## config.mk

```make
export PLATFORM = sky130hd
export DESIGN_NAME = traffic_interval_timer_flat
export DESIGN_NICKNAME = d
export VERILOG_FILES = /design/src/rtl/traffic_interval_timer_if.sv /design/src/rtl/traffic_interval_timer.sv /design/src/flat_wrapper.sv
export SDC_FILE = /design/constraint.sdc
export NUM_CORES = 1
export LEC_CHECK = 0
export CAP_MARGIN = 20
export CELL_PAD_IN_SITES_DETAIL_PLACEMENT = 1
export CELL_PAD_IN_SITES_GLOBAL_PLACEMENT = 2
export CORE_UTILIZATION = 25
export CTS_CLUSTER_SIZE = 40
export DETAILED_ROUTE_END_ITERATION = 6
export GPL_ROUTABILITY_DRIVEN = 1
export PLACE_DENSITY_LB_ADDON = 0.1
export SLEW_MARGIN = 15
export SYNTH_ARGS = -nofsm -noshare
export SYNTH_HDL_FRONTEND = slang
export SYNTH_SLANG_ARGS = --single-unit
```

## constraint.sdc

```tcl
create_clock -name clk -period 2.4 [get_ports clk]
set_clock_uncertainty 0.05 [all_clocks]
set_input_delay 0.6 -clock clk [delete_from_list [all_inputs] [get_ports clk]]
set_output_delay 0.6 -clock clk [all_outputs]
set_load 0.01 [all_outputs]
```

## src/rtl/traffic_interval_timer_if.sv

```systemverilog
// Controller-to-timer bundle: start/select request, interval reprogramming,
// and the timer's status outputs.
interface traffic_interval_timer_if #(
   parameter int WIDTH = 4
);
   logic             startTimer;
   logic [1:0]       timeParameter;
   logic             reprogram;
   logic [1:0]       selector;
   logic [WIDTH-1:0] timeValue;
   logic             expired;
   logic             busy;
   logic [WIDTH-1:0] remaining;

   modport master (
      output startTimer, timeParameter, reprogram, selector, timeValue,
      input  expired, busy, remaining
   );

   modport slave (
      input  startTimer, timeParameter, reprogram, selector, timeValue,
      output expired, busy, remaining
   );
endinterface

```

## src/rtl/traffic_interval_timer.sv

```systemverilog
// Seconds-based interval timer for the traffic-light controller.
// Optional macro TIMER_REPROGRAM_EN makes the three interval registers writable.
module traffic_interval_timer #(
   parameter int CLK_DIV      = 4,
   parameter int WIDTH        = 4,
   parameter int BASE_DEFAULT = 6,
   parameter int EXT_DEFAULT  = 3,
   parameter int YEL_DEFAULT  = 2
) (
   input logic clk,
   input logic reset,
   traffic_interval_timer_if.slave tif
);
   localparam int PW = (CLK_DIV > 2) ? $clog2(CLK_DIV) : 1;
   localparam logic [PW-1:0] PRESCALE_MAX = PW'(CLK_DIV - 1);

   typedef enum logic {IDLE, RUN} stateT;

   stateT            stateReg;
   logic [PW-1:0]    prescaleReg;
   logic [WIDTH-1:0] remainingReg;
   logic             expiredReg;
   logic [WIDTH-1:0] baseVal, extVal, yelVal;
   logic [WIDTH-1:0] selectedVal, loadVal;

`ifdef TIMER_REPROGRAM_EN
   always_ff @(posedge clk or negedge reset) begin
      if (!reset) begin
         baseVal <= WIDTH'(BASE_DEFAULT);
         extVal  <= WIDTH'(EXT_DEFAULT);
         yelVal  <= WIDTH'(YEL_DEFAULT);
      end else if (tif.reprogram) begin
         case (tif.selector)
            2'b00:   baseVal <= tif.timeValue;
            2'b01:   extVal  <= tif.timeValue;
            2'b10:   yelVal  <= tif.timeValue;
            default: begin
               baseVal <= WIDTH'(BASE_DEFAULT);
               extVal  <= WIDTH'(EXT_DEFAULT);
               yelVal  <= WIDTH'(YEL_DEFAULT);
            end
         endcase
      end
   end
`else
   assign baseVal = WIDTH'(BASE_DEFAULT);
   assign extVal  = WIDTH'(EXT_DEFAULT);
   assign yelVal  = WIDTH'(YEL_DEFAULT);
   logic unusedInputs;
   assign unusedInputs = ^{tif.reprogram, tif.selector, tif.timeValue};
`endif

   always_comb begin
      selectedVal = baseVal;
      case (tif.timeParameter)
         2'b01:   selectedVal = extVal;
         2'b10:   selectedVal = yelVal;
         default: selectedVal = baseVal;
      endcase
   end

   // A stored zero still runs for one full second.
   assign loadVal = (selectedVal == '0) ? WIDTH'(1) : selectedVal;

   always_ff @(posedge clk or negedge reset) begin
      if (!reset) begin
         stateReg     <= IDLE;
         prescaleReg  <= '0;
         remainingReg <= '0;
         expiredReg   <= 1'b0;
      end else begin
         expiredReg <= 1'b0;
         if (tif.startTimer) begin
            stateReg     <= RUN;
            prescaleReg  <= '0;
            remainingReg <= loadVal;
         end else if (stateReg == RUN) begin
            if (prescaleReg == PRESCALE_MAX) begin
               prescaleReg <= '0;
               if (remainingReg > WIDTH'(1)) begin
                  remainingReg <= remainingReg - WIDTH'(1);
               end else begin
                  remainingReg <= '0;
                  stateReg     <= IDLE;
                  expiredReg   <= 1'b1;
               end
            end else begin
               prescaleReg <= prescaleReg + PW'(1);
            end
         end
      end
   end

   assign tif.expired   = expiredReg;
   assign tif.busy      = (stateReg == RUN);
   assign tif.remaining = remainingReg;
endmodule
```

## src/flat_wrapper.sv

```systemverilog
// flat-port wrapper written by rule: the top's interface ports become plain ports
module traffic_interval_timer_flat 
#(
   parameter int CLK_DIV      = 4,
   parameter int WIDTH        = 4,
   parameter int BASE_DEFAULT = 6,
   parameter int EXT_DEFAULT  = 3,
   parameter int YEL_DEFAULT  = 2
)
  (clk, reset, tif_startTimer, tif_timeParameter, tif_reprogram, tif_selector, tif_timeValue, tif_expired, tif_busy, tif_remaining);
  traffic_interval_timer_if #(.WIDTH(WIDTH)) tif_i ();
  input logic clk;
  input logic reset;
  input wire logic [$bits(tif_i.startTimer)-1:0] tif_startTimer;
  input wire logic [$bits(tif_i.timeParameter)-1:0] tif_timeParameter;
  input wire logic [$bits(tif_i.reprogram)-1:0] tif_reprogram;
  input wire logic [$bits(tif_i.selector)-1:0] tif_selector;
  input wire logic [$bits(tif_i.timeValue)-1:0] tif_timeValue;
  output wire logic [$bits(tif_i.expired)-1:0] tif_expired;
  output wire logic [$bits(tif_i.busy)-1:0] tif_busy;
  output wire logic [$bits(tif_i.remaining)-1:0] tif_remaining;
  assign tif_i.startTimer = tif_startTimer;
  assign tif_i.timeParameter = tif_timeParameter;
  assign tif_i.reprogram = tif_reprogram;
  assign tif_i.selector = tif_selector;
  assign tif_i.timeValue = tif_timeValue;
  assign tif_expired = tif_i.expired;
  assign tif_busy = tif_i.busy;
  assign tif_remaining = tif_i.remaining;
  traffic_interval_timer #(.CLK_DIV(CLK_DIV), .WIDTH(WIDTH), .BASE_DEFAULT(BASE_DEFAULT), .EXT_DEFAULT(EXT_DEFAULT), .YEL_DEFAULT(YEL_DEFAULT)) u_core (.clk(clk), .reset(reset), .tif(tif_i));
endmodule
```

## Word level (Yosys, flattened, before mapping)

Cells that the tools add are included.

- Logic and storage cells: 31
- Bits in read-only memories: 0
- Input port bits: 12
- Memories kept: 0
- Memory bits (writable): 0
- Flip-flop bits (word level): 8
- Latch bits: 0

- Multiplexer cells: 17
- Reductions and logical operators: 4
- Bitwise logic cells: 0
- $add $sub $neg: 2
- Multipliers: 0
- Magnitude comparators: 1
- Eq/ne operators: 3
- Divide/modulo/power cells: 0
- Shifts and indexed selects: 0

Operator list:

| cell | number |
|---|---|
| $mux W4 | 4 |
| $mux W1 | 8 |
| $mux W2 | 3 |
| $pmux W3 S2 | 1 |
| $eq A2 B2 Y1 const B | 2 |
| $gt A4 B1 Y1 const B | 1 |
| $logic_not A4 Y1 | 1 |
| $reduce_bool A2 Y1 | 2 |
| $sub A4 B1 Y4 const B | 1 |
| $mux W3 | 1 |
| $add A2 B1 Y2 const B | 1 |
| $eq A2 B1 Y1 const B | 1 |
| $reduce_and A2 Y1 | 1 |

## Longest topological paths before layout

Gate-level depths: netlist (run 1).

- Word-level depth: 5
- Mapped depth: 5

## Least setup slack after synthesis (run 1)

No wires, ideal clock.

- Kind: reg2reg
- From: register u_core.remainingReg[0], in the netlist u_core.tif.remaining[0]
- To: register u_core.stateReg, in the netlist u_core.tif.busy
- Cell stages (with the launch flop): 6
- Setup time: 0.118 ns
- Buffers on the path: 0
- Required time: 2.232 ns
- Arrival: 1.346 ns
- Slack: 0.886 ns
- Cells stage by stage: dfrtp_1 > inv_1 > ha_1 > nor2_1 > or4b_1 > a21o_1

- Longest elaborated chain between the ends: 5

Ends and longest elaborated chain:

| what | line | text |
|---|---|---|
| start: declaration | traffic_interval_timer.sv:21 | `logic [WIDTH-1:0] remainingReg;` |
| start signal: assignment | traffic_interval_timer.sv:76 | `remainingReg <= loadVal;` |
| start signal: assignment | traffic_interval_timer.sv:81 | `remainingReg <= remainingReg - WIDTH'(1);` |
| $gt A4 B1 Y1 | traffic_interval_timer.sv:80 | `if (remainingReg > WIDTH'(1)) begin` |
| $mux W1 | traffic_interval_timer.sv:80 |  |
| $mux W1 | traffic_interval_timer.sv:78 | `if (prescaleReg == PRESCALE_MAX) begin` |
| $mux W1 | traffic_interval_timer.sv:77 | `end else if (stateReg == RUN) begin` |
| $mux W1 | traffic_interval_timer.sv:73 | `if (tif.startTimer) begin` |
| end signal: assignment | traffic_interval_timer.sv:67 | `stateReg <= IDLE;` |
| end signal: assignment | traffic_interval_timer.sv:74 | `stateReg <= RUN;` |
| end signal: assignment | traffic_interval_timer.sv:84 | `stateReg <= IDLE;` |
| end: declaration | traffic_interval_timer.sv:19 | `stateT stateReg;` |

No other way between the ends.
A chain may end at the register's enable or synchronous reset.

## Final worst setup path (run 1)

- From: register u_core.remainingReg[2], in the netlist u_core.tif.remaining[2]
- To: output port tif_remaining[2]

RTL lines:

| what | line | text |
|---|---|---|
| end: declaration | flat_wrapper.sv:21 | `output wire logic [$bits(tif_i.remaining)-1:0] tif_remaining;` |

No word-level cell between the ends.

==> results of run 1 <==
==> cells in the final DEF (no fill, tap or decap), drive strengths merged <==
cell	synthesis	final
a21o	1	1
a21oi	3	3
and2	1	1
clkbuf	2	3
clkdlybuf4s50	0	10
dfrtp	8	8
ha	4	4
inv	3	3
mux2i	4	4
nand2	2	2
nand3	1	1
nor2	5	5
nor2b	2	2
nor3	1	1
nor3b	1	1
nor4	1	1
o21ai	1	1
o311ai	1	1
o31ai	2	2
or2b	1	1
or4b	1	1
==> registers in the layout, summed over array words and instances (netlist names) <==
register / count
u_core.tif.busy: 1
u_core.tif.expired: 1
u_core.tif.remaining: 4
u_core.prescaleReg: 2
==> power breakdown <==
part | switching (mW) | leakage (nW) | internal [mW]
Combinational | 0.0274 | 0.162 | 0.0292
Sequential | 0.0117 | 0.0956 | 0.145
Clock | 0.0442 | 0.0138 | 0.0571
==> how the worst max path moves through the flow <==
| stage | from | to | slack, ns |
|---|---|---|---|
| 5_1_grt | u_core.tif.remaining[3] | tif_remaining[3] | 0.39 |
| 4_1_cts | u_core.tif.busy | tif_busy | 0.43 |
| 3_5_place_dp | tif_startTimer | u_core.tif.remaining[3] | 0.63 |
| 3_3_place_gp | tif_startTimer | u_core.tif.remaining[3] | 0.66 |
| 2_1_floorplan | u_core.tif.remaining[0] | u_core.tif.busy | 0.89 |
| 6_report | u_core.tif.remaining[2] | tif_remaining[2] | 0.45 |
==> through the flow <==
step | util, % | worst slack, ns | hold WS (ns) | power (mW)
finish | 37.1 | 0.451 | 0.491 | 0.314
global route | 37.1 | 0.393 | 0.573 | 0.337
global placement | 35.7 | 0.658 | 0.456 | 0.213
detailed placement | 35.7 | 0.627 | 0.491 | 0.217
CTS | 37.1 | 0.432 | 0.502 | 0.323
floorplan | - | 0.886 | 0.254 | 0.187
==> kinds of logic after synthesis <==
group | after synthesis
and+or+nand+nor | 16
AOI/OAI and AO/OA | 8
DFF | 8
buffers and inverters | 5
muxes | 4
adders and majority gates | 4
==> area by class of cell <==
cell class	count	area, sq um
fill	178	1000
multi-input combinational	32	228
sequential	8	200
timing repair buffer	10	100
tap	24	30.0
clock buffer	3	22.5
inverter	3	11.3
==> routing by layer <==
metal,global-route usage (%),routed length [um],part of all wire (%),up-vias
met4,5.45,0,0,0
met3,7.35,67,7.1,0
met2,18.2,438,46,12
li1,-,-,-,179
met5,0,0,0,-
met1,13.2,440,47,171
==> results.txt, run 1 <==
crit path time final: 1.95 ns
synth cell count leaders: dfrtp_1 (8), nor2_1 (5), ha_1 (4), mux2i_1 (4)
count leader, synth: dfrtp_1
Ys Warns: 0
Final Instance Area: 592 sq um
pin count of the biggest net entering global routing: 12
compound-gate portion of the synthesized area: 11.5%
Worst VDD drop: 0.290 mV
Fmax: 513 MHz
WHS Path Cells: 2
dpl cells: 77
post-DR vias/cell: 4.53
Synth area leader: dfrtp_1
CP Data Required Time: 1.75 ns
number of global-route vias before repair: 376
CP Capture Type: output port
layout net count: 74
ys flop type: dfrtp_1
Synth-to-Final Area Change: 32.1%
initial antenna violation count: 0
cts hold-fix bufs: 0
DRT iter0 DRCs: 3
WL/cell: 11.8 um
leakage power: 0.271 nW
grt total ovfl: 0
worst r2r src: u_core.tif.remaining[0]
IO Pins: 18
Worst EP arrival: 1.30 ns
WP depth: 1
endpoints failing hold: 0
ys async rst share: 100%
global-route wire length before repair: 1600 um
mux cell area share after synthesis: 8.94%
Area contributors post-synth: dfrtp_1 (45%), ha_1 (11%), mux2i_1 (8.9%), nor2_1 (4.2%), a21oi_1 (3.4%)
routability cong.: 0.714
CP Max Fanout: 8
CTS root buf: clkbuf_4
area of the core: 1590 sq um
cell family with most CP delay: buffers and inverters
adder-cell area share of the yosys netlist: 11.2%
Setup Buffers After CTS: 0
HP Class: flop to flop
Cell Pwr Density: 531 nW/um^2
die area: 1970 sq um
crit path kind: flop to output port
Vias: 362
CTS Buf Count: 3
Die X: 44.3 um
H-tree depth: 1
flop2flop setup slack: 0.83 ns
WP buf/inv: 1
max-cap violations: 0
FP Rows: 14
TNS Setup: 0 ns
Synth top area share: 44.7%
GRT Overall Usage: 12.0%
DR DRC count: 0
reg2reg path depth: 5
Num Clock Sinks: 8
max_slew headroom: 74.5%
cells along the critical path: clkdlybuf4s50_1
crit start category: flop
clock-pin slew on the worst setup and hold paths: 0.05 ns
hpwl dp: 741 um
Yosys reg bits: 8
Avg Cell Area, Syn: 9.95 sq um
Synth Area in XOR/XNOR: 0%
run status: finished clean
clk buf depth: 2
cells after synthesis: 45
# diodes: 0
Mapped Area: 448 sq um
setup violators final: 0
Distinct cells, synth: 21
final worst-path cycle share: 81.2%
Routed Antenna Nets: 0
syn nets: 61
final wirelength: 946 um
floorplan die height: 44.3 um
Detailed Routing Iterations Pass 1: 2
Simple-Gate Fraction of Synth Area: 19.3%
layout cells sized above 1: 5.36%
Post-DP Area: 569 sq um
starting density of the core: 28.1%
worst skew pair latency: 0.26 ns
largest family of logic cells by synthesized area: simple AND/OR/NAND/NOR gates
worst reg2reg path endpoint: u_core.tif.busy
worst slew pin tran: 0.381 ns
crit-path max cell delay: 0.58 ns
Resized cells post-CTS: 0
IO Port Bufs: 10
Finished Layout Cells: 80
sequential area share after synthesis: 44.7%
hold worst-path end: u_core.prescaleReg[1]
TritonCTS clock tree: done
Max Slew Vio Count: 0
HP Start: u_core.prescaleReg[1]
Post-synth EDFFs: 0
RSZ-0062 raised after global routing: no
Crit-path slowest cell: clkdlybuf4s50_1
Note: power is estimated with default switching activity, not from simulation.
==> run 2: changes to the inputs <==
--- a/config.mk
+++ b/config.mk
@@ -8,7 +8,7 @@
 export CAP_MARGIN = 20
 export CELL_PAD_IN_SITES_DETAIL_PLACEMENT = 1
 export CELL_PAD_IN_SITES_GLOBAL_PLACEMENT = 2
-export CORE_UTILIZATION = 25
+export CORE_UTILIZATION = 23
 export CTS_CLUSTER_SIZE = 40
 export DETAILED_ROUTE_END_ITERATION = 6
 export GPL_ROUTABILITY_DRIVEN = 1
==> constraint.sdc (replaced) <==
create_clock -name clk -period 2 [get_ports clk]
set_clock_uncertainty 0.05 [all_clocks]
set_input_delay 0.5 -clock clk [delete_from_list [all_inputs] [get_ports clk]]
set_output_delay 0.5 -clock clk [all_outputs]
set_load 0.01 [all_outputs]
==> run 2 against run 1 <==
  * Via count is 0.28% lower
  * Sequential cell count stayed put
  * Die area rose by 8.3%
  * Highest routed layer is now met4
  * Sequential power is 20% higher
==> results.txt, run 2 (synthesis results as in run 1) <==
Finished Layout Cells: 81
CP Data Required Time: 1.45 ns
Post-DP Area: 571 sq um
crit-path max cell delay: 0.58 ns
endpoints failing hold: 0
Synth-to-Final Area Change: 32.4%
Crit-path slowest cell: clkdlybuf4s50_1
CP Capture Type: output port
met2 wire len: 427 um
Die X: 46.1 um
met3 wire length: 48 um
DRT iter0 DRCs: 3
layout net count: 74
clock-pin slew on the worst setup and hold paths: 0.06 ns
floorplan die height: 46.1 um
max-cap violations: 0
number of global-route vias before repair: 377
Met1 Wirelength: 476 um
TritonCTS clock tree: done
max_slew headroom: 71.8%
most common cell after layout, fill and taps aside: clkdlybuf4s50_1
Setup Buffers After CTS: 0
HP Class: flop to flop
Detailed Routing Iterations Pass 1: 4
final worst-path cycle share: 92.9%
IO Port Bufs: 10
GRT Overall Usage: 12.4%
DR top layer: met4
H-tree depth: 1
hpwl dp: 727 um
setup violators final: 0
# diodes: 0
final hold slack: 0.488 ns
pin count of the biggest net entering global routing: 12
starting density of the core: 25.1%
TNS Setup: 0 ns
most frequent cells in the layout: clkdlybuf4s50_1 (10), dfrtp_1 (8), nor2_1 (5), mux2i_1 (4), ha_1 (4)
Routed Antenna Nets: 0
global-route wire length before repair: 1810 um
leakage power: 0.271 nW
Resized cells post-CTS: 0
WL/cell: 11.9 um
crit path kind: flop to output port
Max Slew Vio Count: 0
Largest register FFs: 4
Vias: 361
clk buf depth: 2
area of the core: 1780 sq um
initial antenna violation count: 0
worst slew pin tran: 0.421 ns
RSZ-0062 raised after global routing: no
dpl cells: 78
run status: finished clean
crit path time final: 1.86 ns
Worst EP arrival: 1.31 ns
cells along the critical path: clkdlybuf4s50_1
routability cong.: 0.720
grt total ovfl: 0
worst skew pair latency: 0.25 ns
die area: 2130 sq um
final wirelength: 964 um
DR DRC count: 0
total power: 0.379 mW
FP Rows: 15
IO Pins: 18
Final Instance Area: 593 sq um
Fmax: 538 MHz
layout cells sized above 1: 5.36%
Num Clock Sinks: 8
cell family with most CP delay: buffers and inverters
CTS root buf: clkbuf_4
CP Max Fanout: 8
Cell Pwr Density: 639 nW/um^2
post-DR vias/cell: 4.46
Worst VDD drop: 0.276 mV
CTS Buf Count: 3
cts hold-fix bufs: 0
WP buf/inv: 1
crit start category: flop
==> run 2: area by class of cell <==
type / instances / area [sq um]
flip-flops and latches: 8 / 200
fillers: 208 / 1190
clock buffers: 3 / 22.5
well taps: 25 / 31.3
inverters: 3 / 11.3
repair buffers: 10 / 100
multi-input cells: 32 / 228
==> run 2: worst paths after layout <==
path / startpoint / to / slack [ns] / cells after the start
hold reg to reg: u_core.prescaleReg[1] / u_core.prescaleReg[1] / 0.49 / 2
min in group asynchronous: reset / u_core.tif.busy / 0.50 / 1
setup reg to reg: u_core.tif.remaining[0] / u_core.tif.busy / 0.40 / 5
setup / recovery: u_core.tif.remaining[2] / tif_remaining[2] / 0.14 / 1
hold / removal: u_core.prescaleReg[1] / u_core.prescaleReg[1] / 0.49 / 2
max in group asynchronous: reset / u_core.tif.remaining[2] / 1.11 / 1
==> run 2: power breakdown <==
group | internal (mW) | total (mW) | switching, mW | leakage, nW
logic | 0.0347 | 0.0676 | 0.0329 | 0.162
clock network | 0.0687 | 0.124 | 0.0553 | 0.0138
registers | 0.173 | 0.187 | 0.0137 | 0.0956
==> run 2: metrics by stage <==
stage | util, % | worst slack [ns]
2_1_floorplan | - | 0.486
3_3_place_gp | 32.0 | 0.361
3_5_place_dp | 32.0 | 0.330
4_1_cts | 33.3 | 0.127
5_1_grt | 33.3 | 0.0563
6_report | 33.3 | 0.142
==> run 2: metal layers <==
metal  track usage, %  vias up
met1             16.2      171
met4             7.06        0
li1                 -      179
met2             18.0        9
met3             3.92        2
met5                0        -
==> RTL edit 1, RTL diff (flow settings as in run 1) <==
Build with the macro `TIMER_REPROGRAM_EN` defined.
--- a/src/rtl/traffic_interval_timer.sv
+++ b/src/rtl/traffic_interval_timer.sv
@@ -2,2 +2,4 @@
 // Optional macro TIMER_REPROGRAM_EN makes the three interval registers writable.
+`define TIMER_REPROGRAM_EN
+
 module traffic_interval_timer #(
Behaviour: not the same (Yosys sat finds a counterexample within 4 cycles, from zero or initial values and one cycle with reset low).
==> RTL edit 1 against run 1 <==
  * Utilization shrank 3.1 points
  * Sequential power grew to 2.7 times the old value
  * Power grew to 2.8 times the old value
  * Routed wire length grew to 2.8 times the old value
  * Sequential cell count grew 12
  * Synthesized cell count grew to 2.6 times the old value
  * Cell area grew 140%
  * Synthesized area grew 140%
  * Worst setup slack lost 0.086 ns
  * Critical path type is now in2reg
  * Largest cell class unchanged
==> RTL edit 1: results (changes against run 1) <==
* Final GP Congestion at 0.6889 (was 0.7142)
* Logic inverters at 11 (was 3)
* PortBufs at 17 (was 10)
* Synth unique cells at 29 (was 21)
* Top post-synthesis cells by count: nand2_1 (18), dfrtp_1 (15), o21ai_0 (12), inv_1 (11), ha_1 (8) (was dfrtp_1 (8), nor2_1 (5), ha_1 (4), mux2i_1 (4))
* Vias in the first global route at 1012 (was 376)
* Syn nets at 137 (was 61)
* P_leak at 0.0006293 µW (was 0.0002715 µW)
* R2R Path End: u_core.tif.remaining[0] (was u_core.tif.busy)
* Yosys reg bits at 20 (was 8)
* Seq/total area at 36.42% (was 33.83%)
* CTS clk-pin slew, worst paths at 0.08 ns (was 0.05 ns)
* CP startpoint: tif_timeParameter[0] (was u_core.tif.remaining[2])
* Hold Path End: u_core.baseVal[0] (was u_core.prescaleReg[1])
* Inst Count DP at 185 (was 77)
* Nets at 160 (was 74)
* Post-Syn Instances at 117 (was 45)
* R2R depth at 6 (was 5)
* Wire per inst at 13.83 µm (was 11.83 µm)
* Sw Ratio at 28.65% (was 26.50%)
* Worst VDD drop at 227.8 µV (was 290.2 µV)
* Outcome: complete, no violations (unchanged)
* DP HPWL at 2125 µm (was 740.5 µm)
* Root buf cell: clkbuf_8 (was clkbuf_4)
* Hold Slack at 0.4410 ns (was 0.4905 ns)
* CP peak stage delay at 0.49 ns (was 0.58 ns)
* Min-delay src: u_core.baseVal[0] (was u_core.prescaleReg[1])
* Seq pwr at 418 µW (was 156 µW)
* Post-DP Area at 1336 µm² (was 569.3 µm²)
* CP Capture Type: flop (was primary output)
* DRT Pass-1 Iters at 3 (was 2)
* Number of tapcells at 50 (was 24)
* Largest net degree at the start of global routing at 21 (was 12)
* Clock buffer count in the final layout at 4 (was 3)
* Layout cells sized above 1 at 13.67% (was 5.357%)
* Layout non-clock buf frac at 14.93% (was 16.91%)
* Fraction of area in multi-input gates at 37.23% (was 38.48%)
* Final setup TNS at 0 ns (unchanged)
* #MultiIn Comb at 82 (was 32)
* Relative slew slack at 70.99% (was 74.53%)
* Via/cell ratio at 4.714 (was 4.525)
* Seq pwr share at 47.3% (was 49.8%)
* Number of non-clock buffers at 22 (was 10)
* FILL cells at 484 (was 178)
* Routed wire length at 2614 µm (was 946 µm)
[RTL edit 1: changes by cell type after synthesis, moves of 3 or more]
cell / before / now
a22oi_1: 0 / 3
a31oi_1: 0 / 3
dfrtp_1: 8 / 15
dfstp_2: 0 / 5
ha_1: 4 / 8
inv_1: 3 / 11
nand2_1: 2 / 18
nand3_1: 1 / 4
nor3_1: 1 / 4
o21ai_0: 1 / 12
[RTL edit 1: per-layer routing]
metal	share of wire, %	track usage, %
met1	42	15.21
met2	53	26.24
met3	2.8	2.000
met4	2.1	7.031
met5	0	0
[RTL edit 1: kinds of logic (layout without fill, tap and decap cells)]
logic type / after synthesis / count (layout) / synth area share, %
AND/OR/NAND/NOR: 44 / 44 / 20.76
AO/OA/AOI/OAI: 28 / 28 / 15.92
flip-flops: 20 / 20 / 46.71
buffers and inverters: 15 / 37 / 5.537
adder cells (fa/ha/maj): 8 / 8 / 9.228
multiplexers: 2 / 2 / 1.846
==> RTL edit 2, RTL diff (settings of run 1) <==
Without the edit above. `CLK_DIV` is set to 4 in 2 places; all go to 8.
--- a/src/rtl/traffic_interval_timer.sv
+++ b/src/rtl/traffic_interval_timer.sv
@@ -3,3 +3,3 @@
 module traffic_interval_timer #(
-   parameter int CLK_DIV      = 4,
+   parameter int CLK_DIV      = 8,
    parameter int WIDTH        = 4,
--- a/src/flat_wrapper.sv
+++ b/src/flat_wrapper.sv
@@ -3,3 +3,3 @@
 #(
-   parameter int CLK_DIV      = 4,
+   parameter int CLK_DIV      = 8,
    parameter int WIDTH        = 4,
Check against the original RTL: not equivalent (Yosys sat finds a counterexample within 10 cycles, from zero or initial values and one cycle with reset low).
==> RTL edit 2 against run 1 <==
  * Cell area up 9.3%
  * Worst setup slack worse by 0.11 ns
  * Sequential cell count up 1
  * Critical path type unchanged
  * Combinational power down 25%
  * Sequential share of layout area up 0.99 points
  * Largest power group unchanged
  * Via count up 10%
  * Critical path depth unchanged
  * Hold slack better by 0.0071 ns
  * Synthesized area up 13%
  * Power up 6.3%
  * Count of clock-buffer cells in the layout up 1
  * Routed wire length up 22%
==> RTL edit 2: results (changes against run 1) <==
* Outcome: complete, no violations (unchanged)
* Met3 wire length at 73 µm (was 67 µm)
* Sequential fraction of the synthesis area at 44.67% (was 44.69%)
* Syn nets at 65 (was 61)
* Drt first-iter violations at 1 (was 3)
* Slew of the pin with the lowest slew margin at 0.4382 ns (was 0.3809 ns)
* Seq pwr at 169 µW (was 156 µW)
* Nets at 78 (was 74)
* Reg2reg start: u_core.prescaleReg[0] (was u_core.tif.remaining[0])
* WL met1 at 523 µm (was 440 µm)
* First-pass GRT wire length at 1897 µm (was 1600 µm)
* CP peak stage delay at 0.60 ns (was 0.58 ns)
* P_leak at 0.0003095 µW (was 0.0002715 µW)
* Clock Power at 122 µW (was 101 µW)
* Via/cell ratio at 4.706 (was 4.525)
* Sw Ratio at 26.26% (was 26.50%)
* CP Max Fanout at 9 (was 8)
* FILL cells at 222 (was 178)
* Setup ws final at 0.3374 ns (was 0.4511 ns)
* DP HPWL at 854.1 µm (was 740.5 µm)
* Avg Cell Area, Syn at 10.50 µm² (was 9.954 µm²)
* Min-delay src: u_core.prescaleReg[2] (was u_core.prescaleReg[1])
* Crit path capture: tif_busy (was tif_remaining[2])
* Worst VDD drop at 248.7 µV (was 290.2 µV)
* Inst Count DP at 81 (was 77)
* CP startpoint: u_core.tif.busy (was u_core.tif.remaining[2])
* Highest metal used: met4 (was met3)
* Top cells by area, synth: dfrtp_1 (45%), ha_1 (12%), mux2i_1 (7.9%) (was dfrtp_1 (45%), ha_1 (11%), mux2i_1 (8.9%))
* WP data arrival at 1.41 ns (was 1.30 ns)
* Seq pwr share at 50.7% (was 49.8%)
* Vias in the first global route at 437 (was 376)
* Hold Slack at 0.4977 ns (was 0.4905 ns)
* Met2 Routed Length at 541 µm (was 438 µm)
* DRT Pass-1 Iters at 4 (was 2)
* GRT Total Usage at 13.33% (was 11.96%)
==> RTL edit 2: logic make-up after synthesis <==
logic type      after synthesis  synth area share (%)
compound gates                9                 10.92
fa+ha+maj                     5                 12.41
buf+inv                       5                 5.210
flops                         9                 44.67
mux                           4                 7.941
simple gates                 16                 18.86
==> RTL edit 2: metal layers <==
layer / vias up / global-route usage, %
li1: 193 / -
met1: 192 / 13.88
met2: 13 / 20.83
met3: 2 / 6.154
met4: 0 / 10.29
met5: - / 0
==> RTL edit 2: stage by stage <==
step	cell area, µm²	utilization [%]
after floorplan	504.2	-
after global placement	620.6	34.44
after detailed placement	620.6	34.44
after CTS	646.9	35.90
after global routing	646.9	35.90
final	646.9	35.90
==> RTL edit 2: area by class of cell <==
class,instances,share of cell area (%)
Timing Repair Buffer,10,15.47
Inverter,3,1.741
Clock buffer,4,4.062
Tap cell,25,4.836
Sequential cell,9,34.82
Multi-Input combinational cell,34,39.07
